**src/rtl/mem_reader_pkg.sv**
```systemverilog
// mem_reader_pkg: shared types and helpers for the mem_reader read sequencer.
package mem_reader_pkg;

  // Sequencer states; encodings kept identical to the original localparams.
  typedef enum logic [1:0] {
    ST_IDLE  = 2'd0,
    ST_ISSUE = 2'd1,
    ST_WAIT  = 2'd2,
    ST_OUT   = 2'd3
  } state_t;

  // Word-count width: must hold 0..2**addr_w inclusive.
  function automatic int unsigned cnt_w(input int unsigned addr_w);
    return addr_w + 1;
  endfunction

endpackage

```
**src/rtl/mem_reader_if.sv**
```systemverilog
// mem_reader_if: memory read port plus valid/ready output stream.
// master = the sequencer, slave = memory array / downstream consumer side.
interface mem_reader_if #(
  parameter int unsigned DATA_W = 8,
  parameter int unsigned ADDR_W = 4
);
  logic              mem_re;
  logic [ADDR_W-1:0] mem_addr;
  logic [DATA_W-1:0] mem_rdata;
  logic [DATA_W-1:0] out_data;
  logic              out_valid;
  logic              out_ready;

  modport master (
    output mem_re, mem_addr, out_data, out_valid,
    input  mem_rdata, out_ready
  );

  modport slave (
    input  mem_re, mem_addr, out_data, out_valid,
    output mem_rdata, out_ready
  );
endinterface

```
**src/rtl/mem_reader_data_hold_reg.sv**
```systemverilog
// data_hold_reg: load-enable data register, synchronous active-low reset.
// Read-side counterpart of the store-enable register; holds the stream word.
module data_hold_reg #(
  parameter int unsigned DATA_W = 8
) (
  input  logic              clk,
  input  logic              rst_n,
  input  logic              i_load,
  input  logic [DATA_W-1:0] i_d,
  output logic [DATA_W-1:0] o_q
);

  logic [DATA_W-1:0] r_q;

  // Capture i_d when load is asserted, otherwise hold.
  always_ff @(posedge clk) begin
    if (!rst_n)      r_q <= '0;
    else if (i_load) r_q <= i_d;
  end

  assign o_q = r_q;

endmodule

```
**src/rtl/mem_reader.sv**
```systemverilog
// mem_reader: fetches COUNT consecutive words from BASE_ADDR (wrapping) and
// presents them one at a time on a valid/ready stream; one word in flight.
// Optional macro MEM_READER_ABORT_EN adds an 'abort' input that returns the
// sequencer to IDLE from any busy state without a done pulse.
module mem_reader
  import mem_reader_pkg::*;
#(
  parameter int unsigned DATA_W = 8,
  parameter int unsigned ADDR_W = 4
) (
  input  logic                       clk,
  input  logic                       rst_n,
  input  logic                       start,
  input  logic [ADDR_W-1:0]          base_addr,
  input  logic [cnt_w(ADDR_W)-1:0]   count,
`ifdef MEM_READER_ABORT_EN
  input  logic                       abort,
`endif
  output logic                       busy,
  output logic                       done,
  mem_reader_if.master               bus
);

  localparam int unsigned CW = cnt_w(ADDR_W);

  state_t            r_state, w_state_nxt;
  logic [ADDR_W-1:0] r_addr, w_addr_nxt;
  logic [ADDR_W-1:0] r_mem_addr, w_mem_addr_nxt;
  logic [CW-1:0]     r_rem, w_rem_nxt;
  logic              r_done, w_done_nxt;
  logic              w_load;
  logic              w_abort;

`ifdef MEM_READER_ABORT_EN
  assign w_abort = abort;
`else
  assign w_abort = 1'b0;
`endif

  // State and burst bookkeeping registers.
  always_ff @(posedge clk) begin
    if (!rst_n) begin
      r_state    <= ST_IDLE;
      r_addr     <= '0;
      r_mem_addr <= '0;
      r_rem      <= '0;
      r_done     <= 1'b0;
    end else begin
      r_state    <= w_state_nxt;
      r_addr     <= w_addr_nxt;
      r_mem_addr <= w_mem_addr_nxt;
      r_rem      <= w_rem_nxt;
      r_done     <= w_done_nxt;
    end
  end

  // Next-state and datapath control.
  // r_mem_addr is a separate copy of r_addr, only updated on entry to ISSUE,
  // so the memory address holds steady after the final increment.
  always_comb begin
    w_state_nxt    = r_state;
    w_addr_nxt     = r_addr;
    w_mem_addr_nxt = r_mem_addr;
    w_rem_nxt      = r_rem;
    w_done_nxt     = 1'b0;
    w_load         = 1'b0;
    unique case (r_state)
      ST_IDLE: begin
        if (start) begin
          if (count != '0) begin
            w_addr_nxt     = base_addr;
            w_mem_addr_nxt = base_addr;
            w_rem_nxt      = count;
            w_state_nxt    = ST_ISSUE;
          end else begin
            w_done_nxt = 1'b1;
          end
        end
      end
      ST_ISSUE: w_state_nxt = ST_WAIT;
      ST_WAIT: begin
        w_load      = 1'b1;
        w_state_nxt = ST_OUT;
      end
      ST_OUT: begin
        if (bus.out_ready) begin
          w_addr_nxt = r_addr + 1'b1;
          w_rem_nxt  = r_rem - 1'b1;
          if (r_rem == CW'(1)) begin
            w_state_nxt = ST_IDLE;
            w_done_nxt  = 1'b1;
          end else begin
            w_mem_addr_nxt = r_addr + 1'b1;
            w_state_nxt    = ST_ISSUE;
          end
        end
      end
      default: w_state_nxt = ST_IDLE;
    endcase
    if (w_abort && (r_state != ST_IDLE)) begin
      w_state_nxt = ST_IDLE;
      w_done_nxt  = 1'b0;
      w_load      = 1'b0;
    end
  end

  data_hold_reg #(.DATA_W(DATA_W)) u_hold (
    .clk    (clk),
    .rst_n  (rst_n),
    .i_load (w_load),
    .i_d    (bus.mem_rdata),
    .o_q    (bus.out_data)
  );

  assign bus.mem_re    = (r_state == ST_ISSUE);
  assign bus.mem_addr  = r_mem_addr;
  assign bus.out_valid = (r_state == ST_OUT);
  assign busy          = (r_state != ST_IDLE);
  assign done          = r_done;

endmodule

```
**src/flat_wrapper.sv**
```systemverilog
// flat-port wrapper written by rule: the top's interface ports become plain ports
module mem_reader_flat import mem_reader_pkg::*;
#(
  parameter int unsigned DATA_W = 8,
  parameter int unsigned ADDR_W = 4
)
  (clk, rst_n, start, base_addr, count, busy, done, bus_mem_re, bus_mem_addr, bus_out_data, bus_out_valid, bus_mem_rdata, bus_out_ready);
  mem_reader_if #(.DATA_W(DATA_W), .ADDR_W(ADDR_W)) bus_i ();
  input  logic clk;
  input  logic rst_n;
  input  logic start;
  input  logic [ADDR_W-1:0] base_addr;
  input  logic [cnt_w(ADDR_W)-1:0] count;
  output logic busy;
  output logic done;
  output wire logic [$bits(bus_i.mem_re)-1:0] bus_mem_re;
  output wire logic [$bits(bus_i.mem_addr)-1:0] bus_mem_addr;
  output wire logic [$bits(bus_i.out_data)-1:0] bus_out_data;
  output wire logic [$bits(bus_i.out_valid)-1:0] bus_out_valid;
  input wire logic [$bits(bus_i.mem_rdata)-1:0] bus_mem_rdata;
  input wire logic [$bits(bus_i.out_ready)-1:0] bus_out_ready;
  assign bus_mem_re = bus_i.mem_re;
  assign bus_mem_addr = bus_i.mem_addr;
  assign bus_out_data = bus_i.out_data;
  assign bus_out_valid = bus_i.out_valid;
  assign bus_i.mem_rdata = bus_mem_rdata;
  assign bus_i.out_ready = bus_out_ready;
  mem_reader #(.DATA_W(DATA_W), .ADDR_W(ADDR_W)) u_core (.clk(clk), .rst_n(rst_n), .start(start), .base_addr(base_addr), .count(count), .busy(busy), .done(done), .bus(bus_i));
endmodule
```
**config.mk**
```make
export PLATFORM = sky130hd
export DESIGN_NAME = mem_reader_flat
export DESIGN_NICKNAME = d
export VERILOG_FILES = /design/src/rtl/mem_reader_pkg.sv /design/src/rtl/mem_reader_if.sv /design/src/rtl/mem_reader_data_hold_reg.sv /design/src/rtl/mem_reader.sv /design/src/flat_wrapper.sv
export SDC_FILE = /design/constraint.sdc
export NUM_CORES = 1
export LEC_CHECK = 0
export CAP_MARGIN = 20
export CORE_MARGIN = 5
export CORE_UTILIZATION = 34
export CTS_CLUSTER_DIAMETER = 80
export DETAILED_ROUTE_END_ITERATION = 12
export HOLD_SLACK_MARGIN = 0.02
export SLEW_MARGIN = 20
export SYNTH_ARGS = -nofsm -noshare
export SYNTH_HDL_FRONTEND = slang
export SYNTH_SLANG_ARGS = --single-unit
```
**constraint.sdc**
```tcl
create_clock -name clk -period 2.3 [get_ports clk]
set_input_delay 0.46 -clock clk [delete_from_list [all_inputs] [get_ports clk]]
set_output_delay 0.46 -clock clk [all_outputs]
set_load 0.1 [all_outputs]
```
# == Word-level counts from Yosys, hierarchy flattened ==
# Index checks and enable logic that the tools add are counted.
# classes
n_addsub,2
eq_ne,8
n_mux,22
reduce_logical,7
# op_table
operator,n
4-bit 2-to-1 mux,5
4-bit one-hot mux with 2 select lines,2
5-bit 2-to-1 mux,3
5-bit one-hot mux with 2 select lines,1
2-bit one-hot mux with 4 select lines,1
1-bit 2-to-1 mux,6
2-bit 2-to-1 mux,3
5-bit by 1-bit equality test with 1-bit output (second input constant),1
5-bit AND reduction,1
5-bit nonzero test,1
5-bit by 1-bit subtractor with 5-bit output (second input constant),1
4-bit by 1-bit adder with 4-bit output (second input constant),1
2-bit equality test (second input constant),2
2-bit by 1-bit != test with 1-bit output (second input constant),2
2-bit != test (second input constant),2
4-bit AND reduction,1
2-bit nonzero test,2
3-bit AND reduction,1
2-bit by 1-bit equality test with 1-bit output (second input constant),1
2-bit logical NOT,1
1-bit one-hot mux with 2 select lines,1
# word_totals
register_bits,24
in_bits,21
out_inout_bits,16
word_cells,45

# == Longest topological paths before layout ==
# logic_depth
depth_word,4
mapped_depth,8
ltp_nobuf,6

# == Modules after synthesis ==
# From an unflattened synthesis, not the netlist that was laid out.
# hier_totals
hier_cells,146
hier_area_um2,1353.8
# by_module_without_submodules
module,n_inst,cells_per_inst,area_each_um2
mem_reader,1,121,1052.3
data_hold_reg,1,25,301.5

# == Worst setup path before layout ==
# No wires, ideal clock.
# synth_path
kind,reg-to-reg
from,reg u_core.r_state[1]
to,reg u_core.r_addr[3]
setup_time_ns,0.092
arrival_ns,2.199
slack_ns,0.009
stages_incl_launch_ff,8
path_buffers,2
period_less_slack_ns,2.291
path_cell_list,dfxtp_1 > ha_1 > buf_2 > inv_1 > clkbuf_1 > nor3_1 > a21oi_1 > o32ai_1
# synth_via
elab_chain_len,3
elab_cells_between_ends,8
# synth_lines
item,line_no,text
"start, declared",mem_reader.sv:26,"state_t r_state, w_state_nxt;"
"start signal, assigned",mem_reader.sv:49,r_state <= w_state_nxt;
2-bit equality test *,-,
net bus_out_valid,flat_wrapper.sv:19,output wire logic [$bits(bus_i.out_valid)-1:0] bus_out_valid;
2-bit by 1-bit != test with 1-bit output (no source line) or 2-bit nonzero test (tied branches),-,
4-bit AND reduction (no source line),-,
"end signal, assigned",mem_reader.sv:50,r_addr <= w_addr_nxt;
"end, declared",mem_reader.sv:27,"logic [ADDR_W-1:0] r_addr, w_addr_nxt;"
# The timed path passes the listed nets; every way through them passes the cells marked *.
# A chain may end at the register's enable or synchronous reset.

# == Worst setup path in the final report ==
# layout_path
from,reg u_core.r_state[0]
to,reg u_core.r_addr[3]
# layout_via
elab_chain_len,3
elab_cells_between_ends,8
# layout_lines
item,line_no,text
2-bit equality test or 2-bit logical NOT (tied branches),mem_reader.sv:67,unique case (r_state)
2-bit by 1-bit != test with 1-bit output (no source line) (tied with other cells),-,
4-bit AND reduction (no source line),-,
# Parallel ways exist; a longest one is shown, timed or not.

==> summary by stage <==
Global routing
The total congestion overflow after global routing is 0. The total routing resource utilization after global routing is 12.36%. Entering global routing, the biggest net connects 14 pins.

The first global-routing pass estimated 5244 um of wire. The number of global-route vias before repair was 1151. The number of antenna violations at the first check in global routing is 0.

Worst setup path
Of all nets on the critical path, the largest fanout is 11. In this run the critical register-to-register path is launched from u_core.r_state[0]. Counting cells, the worst reg-to-reg path comes to 7. The delay of the slowest critical-path stage is 0.40 ns.

The destination of the worst register-to-register timing path is u_core.r_addr[3]. The worst setup path is captured at a register. The startpoint type of the worst setup path is a register. The slowest stage cell on the critical path is sky130_fd_sc_hd__a211o_1. The gate family responsible for the most delay along the worst path is compound AO/OA/AOI/OAI gates. The critical path in this run is classified as register to register. The critical path goes through inv_1, ha_1, nor4b_4, a211o_1, buf_4, a21oi_1, o32ai_1.

The worst register-to-register path has a setup slack of 0.30 ns. The data arrival time of the critical path is 2.17 ns. The count of buffering cells on the critical path with inverters included is 2.

The critical path crosses 7 cells after its start point. The required time of the critical path is 2.47 ns.

Yosys
The number of nets in the synthesized netlist is 176. The leading cell type by number of instances after synthesis is sky130_fd_sc_hd__dfxtp_1. The commonest cells after synthesis are sky130_fd_sc_hd__dfxtp_1, sky130_fd_sc_hd__nor2_1, sky130_fd_sc_hd__nand2_1, sky130_fd_sc_hd__mux2i_1, sky130_fd_sc_hd__inv_1. Sorting the synthesized cells by area gives the leading types as sky130_fd_sc_hd__dfxtp_1, sky130_fd_sc_hd__mux2i_1, sky130_fd_sc_hd__ha_1.

The cell area that synthesis handed to floorplanning was 0.001297 mm^2. The synthesized design contains 24 register bits. During synthesis, Yosys emitted a total of 0 warnings. The cell count after synthesis came out at 148.

The share of synthesized flip-flops with an asynchronous set or reset is 0%. The most used flip-flop cell after synthesis is sky130_fd_sc_hd__dfxtp_1. Summing the sequential cell areas from Yosys gives 37.03% of the chip area.

Counting flops with a built-in enable in the synthesized netlist gives 0. The synthesized area per cell is 8.767 um^2. The largest total area in the synthesized netlist belongs to sky130_fd_sc_hd__dfxtp_1.

The area fraction of the dominant cell type after synthesis is 37.03%. The count of different cell masters after synthesis is 37.

Clocking
The tree is rooted in a sky130_fd_sc_hd__clkbuf_8. Post-CTS timing repair inserted 0 buffers for setup. Clock-pin slew was measured on the worst setup and hold paths at 0.08 ns. In this run the number of H-tree levels came out at 1. For this design, the sink count on the clock tree is 24. TritonCTS built the clock tree. In this run, CTS created clock tree buffers numbering 3.

The clock insertion delay at the later pin of the skew report is 0.26 ns. The number of hold buffers added after CTS was 0. The post-CTS resize count is 0. The maximum buffer depth of the clock tree is 2.

Floorplan
The count of pins on the block boundary is 37. The area inside the core boundary is 0.003689 mm^2. The die covers 0.005152 mm^2. From left edge to right edge, the die measures 71.78 um.

For this configuration, the core starts out at a cell density of 35.18%. From bottom edge to top edge, the die measures 71.78 um. The standard-cell row count is 22.

Final layout
The number of nets in the finished design is 213. The final cell area excluding filler cells is 0.001745 mm^2. The share of layout cells above drive strength 1 is 16.85%. The synthesis-to-layout area growth is 34.52%. The final standard cell utilization of the core is 47.32%.

The repair_antennas step left the layout with diodes totalling 0. The final non-filler cell total is 232.

Placement
The final weighted congestion in routability-driven placement is 0.7450. The cell area after placement is 0.001690 mm^2. The number of port buffers is 36. Including well taps, the total number of placed cells is 228.

Once detailed placement completed, the half-perimeter wirelength came to 2436 um. Timing analysis after detailed placement gives a worst setup slack of 0.08415 ns.

STA
For the pin with the worst max-slew slack, the measured transition is 0.4389 ns. The worst path in the final design needs a cycle of 2.002 ns, including I/O delays and setup. The number of hold violations in the final report came to 0. Setup violations remaining at the end of the flow were counted as 0. Setup repair after global routing left no endpoint under its margin. On the final layout, the worst hold slack is 0.4645 ns. The post-layout worst setup margin is 0.2979 ns. The post-route setup TNS is 0 ns. The max-slew violation count was 0. The peak clock frequency supported by timing is 0.4995 GHz. The part of the cycle the worst path needs is 87.05%. For the final database, setup skew stands at 0.003985 ns. Headroom to the max-slew limit came out at 70.74%.

Hold path
The terminating pin of the worst hold path is u_core.bus.mem_addr[3]. The origin of the worst min-delay path is u_core.bus.mem_addr[3]. Along the worst hold path, the cell count comes to 2. The class of the tightest hold or removal check is register to register.

Routing
The number of DRC markers in iteration 0 is 38. The total detailed-routing wirelength is 3015 um. Before antenna repair, the detailed router went through 5 iterations. The final routed DRC violation total is 0. The count of antenna-violating nets left after detailed routing is 0. The mean number of vias per cell is 4.927. The total via count after detailed routing is 1143.

Dividing the detail-routed wire length by the instance count gives 13.00 um.

Power and ir drop
The analysis attributes to cell leakage a power of 0.7263 nW. Power comes to 2.246 mW. IR analysis of the VDD net gives a maximum drop of 746.9 uV. Dividing total power by cell area gives a power density of 1287 mW/mm^2.

Flow run
Across the run, the number of max-cap violations was 0.

Status
The flow ran to the end, and the final reports show no timing, DRC or antenna violations.
[tightest hold or removal path, stage by stage, from the launching register on]
cell and delay [ns]:
sky130_fd_sc_hd__dfxtp_1 0.32, sky130_fd_sc_hd__nand2_1 0.05, sky130_fd_sc_hd__mux2i_1 0.05
[metal layers]
layer / routed length, um / up-vias / GRT usage [%]
met3: 203 / 0 / 2.945
met2: 1432 / 30 / 21.22
met1: 1379 / 522 / 15.94
met5: 0 / - / 0
met4: 0 / 0 / 1.879
li1: - / 591 / -
[placed cells by master, fill, tap and decap left out, drive strengths merged]
cell and instances:
a2bb2oi 1, o311a 1, mux2 1, nor2 19, nor3 1, o2111ai 1
buf 21, inv 10, nor4b 1, nor3b 2, o21ai 4, dfxtp 24
or4b 1, xnor2 2, nand2 18, clkbuf 4, a211oi 2, o22ai 1
o2bb2ai 1, a211o 2, a21o 1, clkdlybuf4s50 20, mux2i 13, o32ai 4
nor2b 3, nand3 3, or3 1, ha 7, o221a 1, a32oi 1
o31a 1, o31ai 1, a21oi 9, a221oi 2
[area by class of cell]
type                       instances  area, um^2
multi-input combinational        105       729.5
tap                               48       60.06
timing repair buffer              41       382.9
fill                             369        1943
sequential                        24       480.5
clock buffer                       4       55.05
inverter                          10       37.54
[worst max-delay path by stage]
stage | end | start
final | u_core.r_addr[3] | u_core.r_state[0]
after global routing | u_core.r_addr[3] | u_core.r_state[0]
after global placement | u_core.r_addr[0] | count[1]
after detailed placement | u_core.r_addr[3] | count[1]
after CTS | u_core.r_addr[3] | u_core.r_state[0]
after floorplan | u_core.r_addr[3] | u_core.r_state[1]
[where the power goes]
group          switching (mW)  internal, mW
logic                   0.921         0.447
registers              0.0775         0.519
clock network           0.129         0.152
[cell families after synthesis]
group	count (synthesis)	share of synthesized area, %
muxes	14	10.90
and+or+nand+nor	49	18.61
AOI/OAI and AO/OA	33	18.61
DFF	24	37.03
adders and majority gates	7	6.750
xor gates and xnor gates	2	1.350
buffers and inverters	19	6.750
[flip-flops by register name, summed over array words and instances (netlist names)]
register	count
u_core.done	1
u_core.u_hold.o_q	8
u_core.bus.mem_addr	4
u_core.r_state	2
u_core.r_addr	4
u_core.r_rem	5
Power figures use the tool's default switching activity.
==> RTL change 1 (config.mk and constraints unchanged) <==
`r_addr` and `r_mem_addr` no longer have a reset.
--- a/src/rtl/mem_reader.sv
+++ b/src/rtl/mem_reader.sv
@@ -41,17 +41,18 @@
   always_ff @(posedge clk) begin
     if (!rst_n) begin
       r_state    <= ST_IDLE;
-      r_addr     <= '0;
-      r_mem_addr <= '0;
       r_rem      <= '0;
       r_done     <= 1'b0;
     end else begin
       r_state    <= w_state_nxt;
-      r_addr     <= w_addr_nxt;
-      r_mem_addr <= w_mem_addr_nxt;
       r_rem      <= w_rem_nxt;
       r_done     <= w_done_nxt;
     end
+  end
+
+  always_ff @(posedge clk) begin
+    r_addr     <= w_addr_nxt;
+    r_mem_addr <= w_mem_addr_nxt;
   end
 
   // Next-state and datapath control.
Behaviour: not the same (Yosys sat finds a counterexample within 4 cycles, from zero or initial values and one cycle with rst_n low).
==> RTL change 1 against the unedited design <==
Die area fell by 6.8%. Area after synthesis shrank 7.9%. Sequential share of layout area grew 6.5 points. Sequential cell count is the same. First-iteration DRC count is 53% lower. Highest routed layer is now met4. Power is 13% higher. Critical endpoint is now u_core.r_addr[1]. Worst setup slack worse by 0.049 ns. Wire length is 12% lower. Design area down 5.6%.
==> RTL change 1: results (changes against the unedited design) <==
Pwr
  – Clock share of power: 11.8% (-0.7 points)
  – Combinational power: 1.52 mW (+11%)
  – Worst VDD drop: 0.7543 mV (+0.99%)

Synth
  – Syn nets: 143 (-19%)
  – Post-synth EDFFs: 8 (+8)
  – Sequential fraction of the synthesis area: 46.91% (+9.9 points)
  – Distinct cells, synth: 38 (+2.7%)

Setup path
  – R2r setup slk: 0.25 ns (-0.05 ns)
  – Delay of the slowest cell on the worst path: 0.49 ns (+0.09 ns)
  – FF-to-FF path depth: 6 (-1)
  – RR Endpoint: u_core.r_addr[1]
  – Critical Path End: u_core.r_addr[1]
  – Slowest cell on the critical path: or4b_4
  – Crit path DAT: 2.13 ns (-0.04 ns)
  – Top delay family on crit path: simple AND/OR/NAND/NOR gates

Global routing
  – First-pass GRT wire length: 4.291 mm (-18%)
  – Largest net degree at the start of global routing: 20 (+6)
  – Vias in the first global route: 931 (-19%)
  – GRT Resource Usage Total: 10.59% (-1.8 points)

Detailed routing
  – Per-cell routed wire length: 13.37 um (+2.9%)
  – Initial DRC count: 18 (-53%)
  – DRT Pass-1 Iters: 4 (-1)

Clock tree
  – CTS root buf: clkbuf_4

Die
  – Core box area: 0.003363 sq mm (-8.8%)

Placed design
  – Pre-CTS setup slack: 0.003670 ns (-0.08048 ns)
  – Routability cong.: 0.7475 (+0.34%)

Finish
  – Fillers: 337 (-8.7%)
  – Non-CTS inverters: 8 (-2)
  – Non-clk bufs: 39 (-4.9%)
  – Clk cell area share: 3.189% (+0.035 points)
  – Layout Nets: 182 (-15%)
  – Design area: 0.001648 sq mm (-5.6%)
  – Clock buffer cells: 3 (-1)

Min path
  – HP Start: u_core.r_rem[4]

Timing
  – Clock Skew: 0.009744 ns (+0.005760 ns)

Run status
  – Outcome: finished clean
==> RTL change 1: changes by cell type after synthesis, sizes merged, moves of 3 or more <==
cell	before	now
nor2	19	14
edfxtp	0	8
nand2	18	2
o32ai	4	1
a21oi	9	4
dfxtp	24	16
nand2b	0	3
==> RTL change 1: cells by family (layout without fill, tap and decap cells) <==
| group | count (synthesis) | count (layout) | synth area share (%) |
|---|---|---|---|
| adders and majority gates | 8 | 8 | 8.377 |
| xor gates and xnor gates | 2 | 2 | 1.466 |
| buffers and inverters | 13 | 51 | 4.816 |
| and+or+nand+nor | 33 | 33 | 14.14 |
| muxes | 13 | 13 | 11.00 |
| AOI/OAI and AO/OA | 21 | 21 | 13.30 |
| DFF | 24 | 24 | 46.91 |
==> RTL change 1: per-layer routing <==
metal | track usage, % | up-vias | wire length (um)
met5 | 0 | - | 0
met4 | 1.518 | 0 | 27
met3 | 3.768 | 5 | 186
met2 | 17.58 | 42 | 1206
met1 | 13.44 | 426 | 1226
li1 | - | 480 | -
==> RTL change 2 (same flow settings) <==
Made on the original files. `DATA_W` is set to 8 in 4 places; all go to 12.
--- a/src/rtl/mem_reader_if.sv
+++ b/src/rtl/mem_reader_if.sv
@@ -1,7 +1,7 @@
 // mem_reader_if: memory read port plus valid/ready output stream.
 // master = the sequencer, slave = memory array / downstream consumer side.
 interface mem_reader_if #(
-  parameter int unsigned DATA_W = 8,
+  parameter int unsigned DATA_W = 12,
   parameter int unsigned ADDR_W = 4
 );
   logic              mem_re;
--- a/src/rtl/mem_reader_data_hold_reg.sv
+++ b/src/rtl/mem_reader_data_hold_reg.sv
@@ -1,7 +1,7 @@
 // data_hold_reg: load-enable data register, synchronous active-low reset.
 // Read-side counterpart of the store-enable register; holds the stream word.
 module data_hold_reg #(
-  parameter int unsigned DATA_W = 8
+  parameter int unsigned DATA_W = 12
 ) (
   input  logic              clk,
   input  logic              rst_n,
--- a/src/rtl/mem_reader.sv
+++ b/src/rtl/mem_reader.sv
@@ -5,7 +5,7 @@
 module mem_reader
   import mem_reader_pkg::*;
 #(
-  parameter int unsigned DATA_W = 8,
+  parameter int unsigned DATA_W = 12,
   parameter int unsigned ADDR_W = 4
 ) (
   input  logic                       clk,
--- a/src/flat_wrapper.sv
+++ b/src/flat_wrapper.sv
@@ -1,7 +1,7 @@
 // flat-port wrapper written by rule: the top's interface ports become plain ports
 module mem_reader_flat import mem_reader_pkg::*;
 #(
-  parameter int unsigned DATA_W = 8,
+  parameter int unsigned DATA_W = 12,
   parameter int unsigned ADDR_W = 4
 )
   (clk, rst_n, start, base_addr, count, busy, done, bus_mem_re, bus_mem_addr, bus_out_data, bus_out_valid, bus_mem_rdata, bus_out_ready);
Interface: changed (resized bus_mem_rdata and bus_out_data); port bits go from 37 to 45. No check against the original RTL was run, so the function may have changed too.
==> RTL change 2 against the unedited design <==
Wire length grew 21%. First-iteration DRC count grew 32%. Design area grew 15%. Power grew 32%. Non-clock buffer count grew 9. Sequential cell count grew 4. Clock power grew 35%. Sequential share of layout area grew 0.40 points. Worst setup slack lost 0.072 ns. Hold slack gained 0.0019 ns. Area after synthesis grew 13%.
==> RTL change 2: results (changes against the unedited design) <==
Run status
  – Outcome: finished clean

Detailed routing
  – Highest Signal Layer: met4
  – Per-cell routed wire length: 14.18 um (+9.1%)
  – Initial DRC count: 50 (+32%)
  – Met2 wire length: 1.858 mm (+30%)
  – Via density per instance: 5.097 (+3.5%)
  – WL met1: 1.591 mm (+15%)

Pwr
  – Worst VDD drop: 0.7106 mV (-4.9%)
  – Pleak: 0.8101 nW (+12%)

Global routing
  – Met3 usage: 2.639% (-0.31 points)
  – M1 GR Usage: 16.24% (+0.30 points)
  – GRT Resource Usage Total: 13.25% (+0.89 points)

Finish
  – Post-Layout Cell Count: 257 (+11%)
  – Layout cells sized above 1: 18.54% (+1.7 points)
  – Fillers: 421 (+14%)
  – Largest register FFs: 12 (+4)
  – Area of the multi-input gates: 815.8 sq um (+12%)
  – Layout Nets: 238 (+12%)

Setup path
  – Crit path DAT: 2.28 ns (+0.11 ns)
  – R2r setup slk: 0.23 ns (-0.07 ns)
  – RR Endpoint: u_core.bus.mem_addr[3]
  – Slowest cell on the critical path: nor2_1
  – Delay of the slowest cell on the worst path: 0.51 ns (+0.11 ns)

Synth
  – Post-synthesis mux area share: 13.02% (+2.1 points)
  – Sequential fraction of the synthesis area: 38.13% (+1.1 points)
  – Post-synth top cells: 28 x dfxtp_1, 18 x mux2i_1, 18 x nor2_1
  – Compound-cell area share of the yosys netlist: 16.60% (-2.0 points)
  – Adder-cell share of the synthesized area: 5.957% (-0.79 points)
  – Most area-consuming cells after synthesis: dfxtp_1 38%, mux2i_1 12%, ha_1 6.0%, nor2_1 4.6%, nand2_1 2.8%
  – XOR/XNOR share of the synthesized area: 1.191% (-0.16 points)
  – Distinct cells, synth: 41 (+11%)

Timing
  – Clock Skew: 0.002836 ns (-0.001149 ns)
  – Final Cycle Share: 90.19% (+3.1 points)
  – Slew headroom: 52.91% (-18 points)

Placed design
  – Placed Instance Area: 0.001936 sq mm (+15%)
  – Dpl hpwl: 2.828 mm (+16%)
  – Routability cong.: 0.8825 (+18%)
  – Placed cell count: 253 (+11%)
-- RTL change 2: report_power, final --
group          internal [mW]  switching, mW  total, mW
logic                  0.570           1.25       1.82
clock network          0.233          0.149      0.382
registers              0.639          0.120      0.759
total                   1.44           1.52       2.96
-- RTL change 2: area by class of cell --
cell class,instances,area share [%]
multi-input combinational,114,40.65
sequential,28,27.93
timing repair buffer,50,22.94
tap,52,3.242
clock buffer,3,2.057
inverter,9,1.683
clock inverter,1,1.496
-- RTL change 2: worst min path at each step --
stage,to,slack (ns),cells after the start,from
finish,u_core.bus.mem_addr[1],0.47,2,u_core.bus.mem_addr[1]
detailed placement,u_core.bus.mem_addr[1],0.46,2,u_core.bus.mem_addr[1]
CTS,u_core.bus.mem_addr[1],0.47,2,u_core.bus.mem_addr[1]
global route,u_core.bus.mem_addr[1],0.49,2,u_core.bus.mem_addr[1]
floorplan,u_core.r_rem[4],0.47,2,u_core.r_rem[4]
global placement,u_core.bus.mem_addr[2],0.45,2,u_core.bus.mem_addr[2]
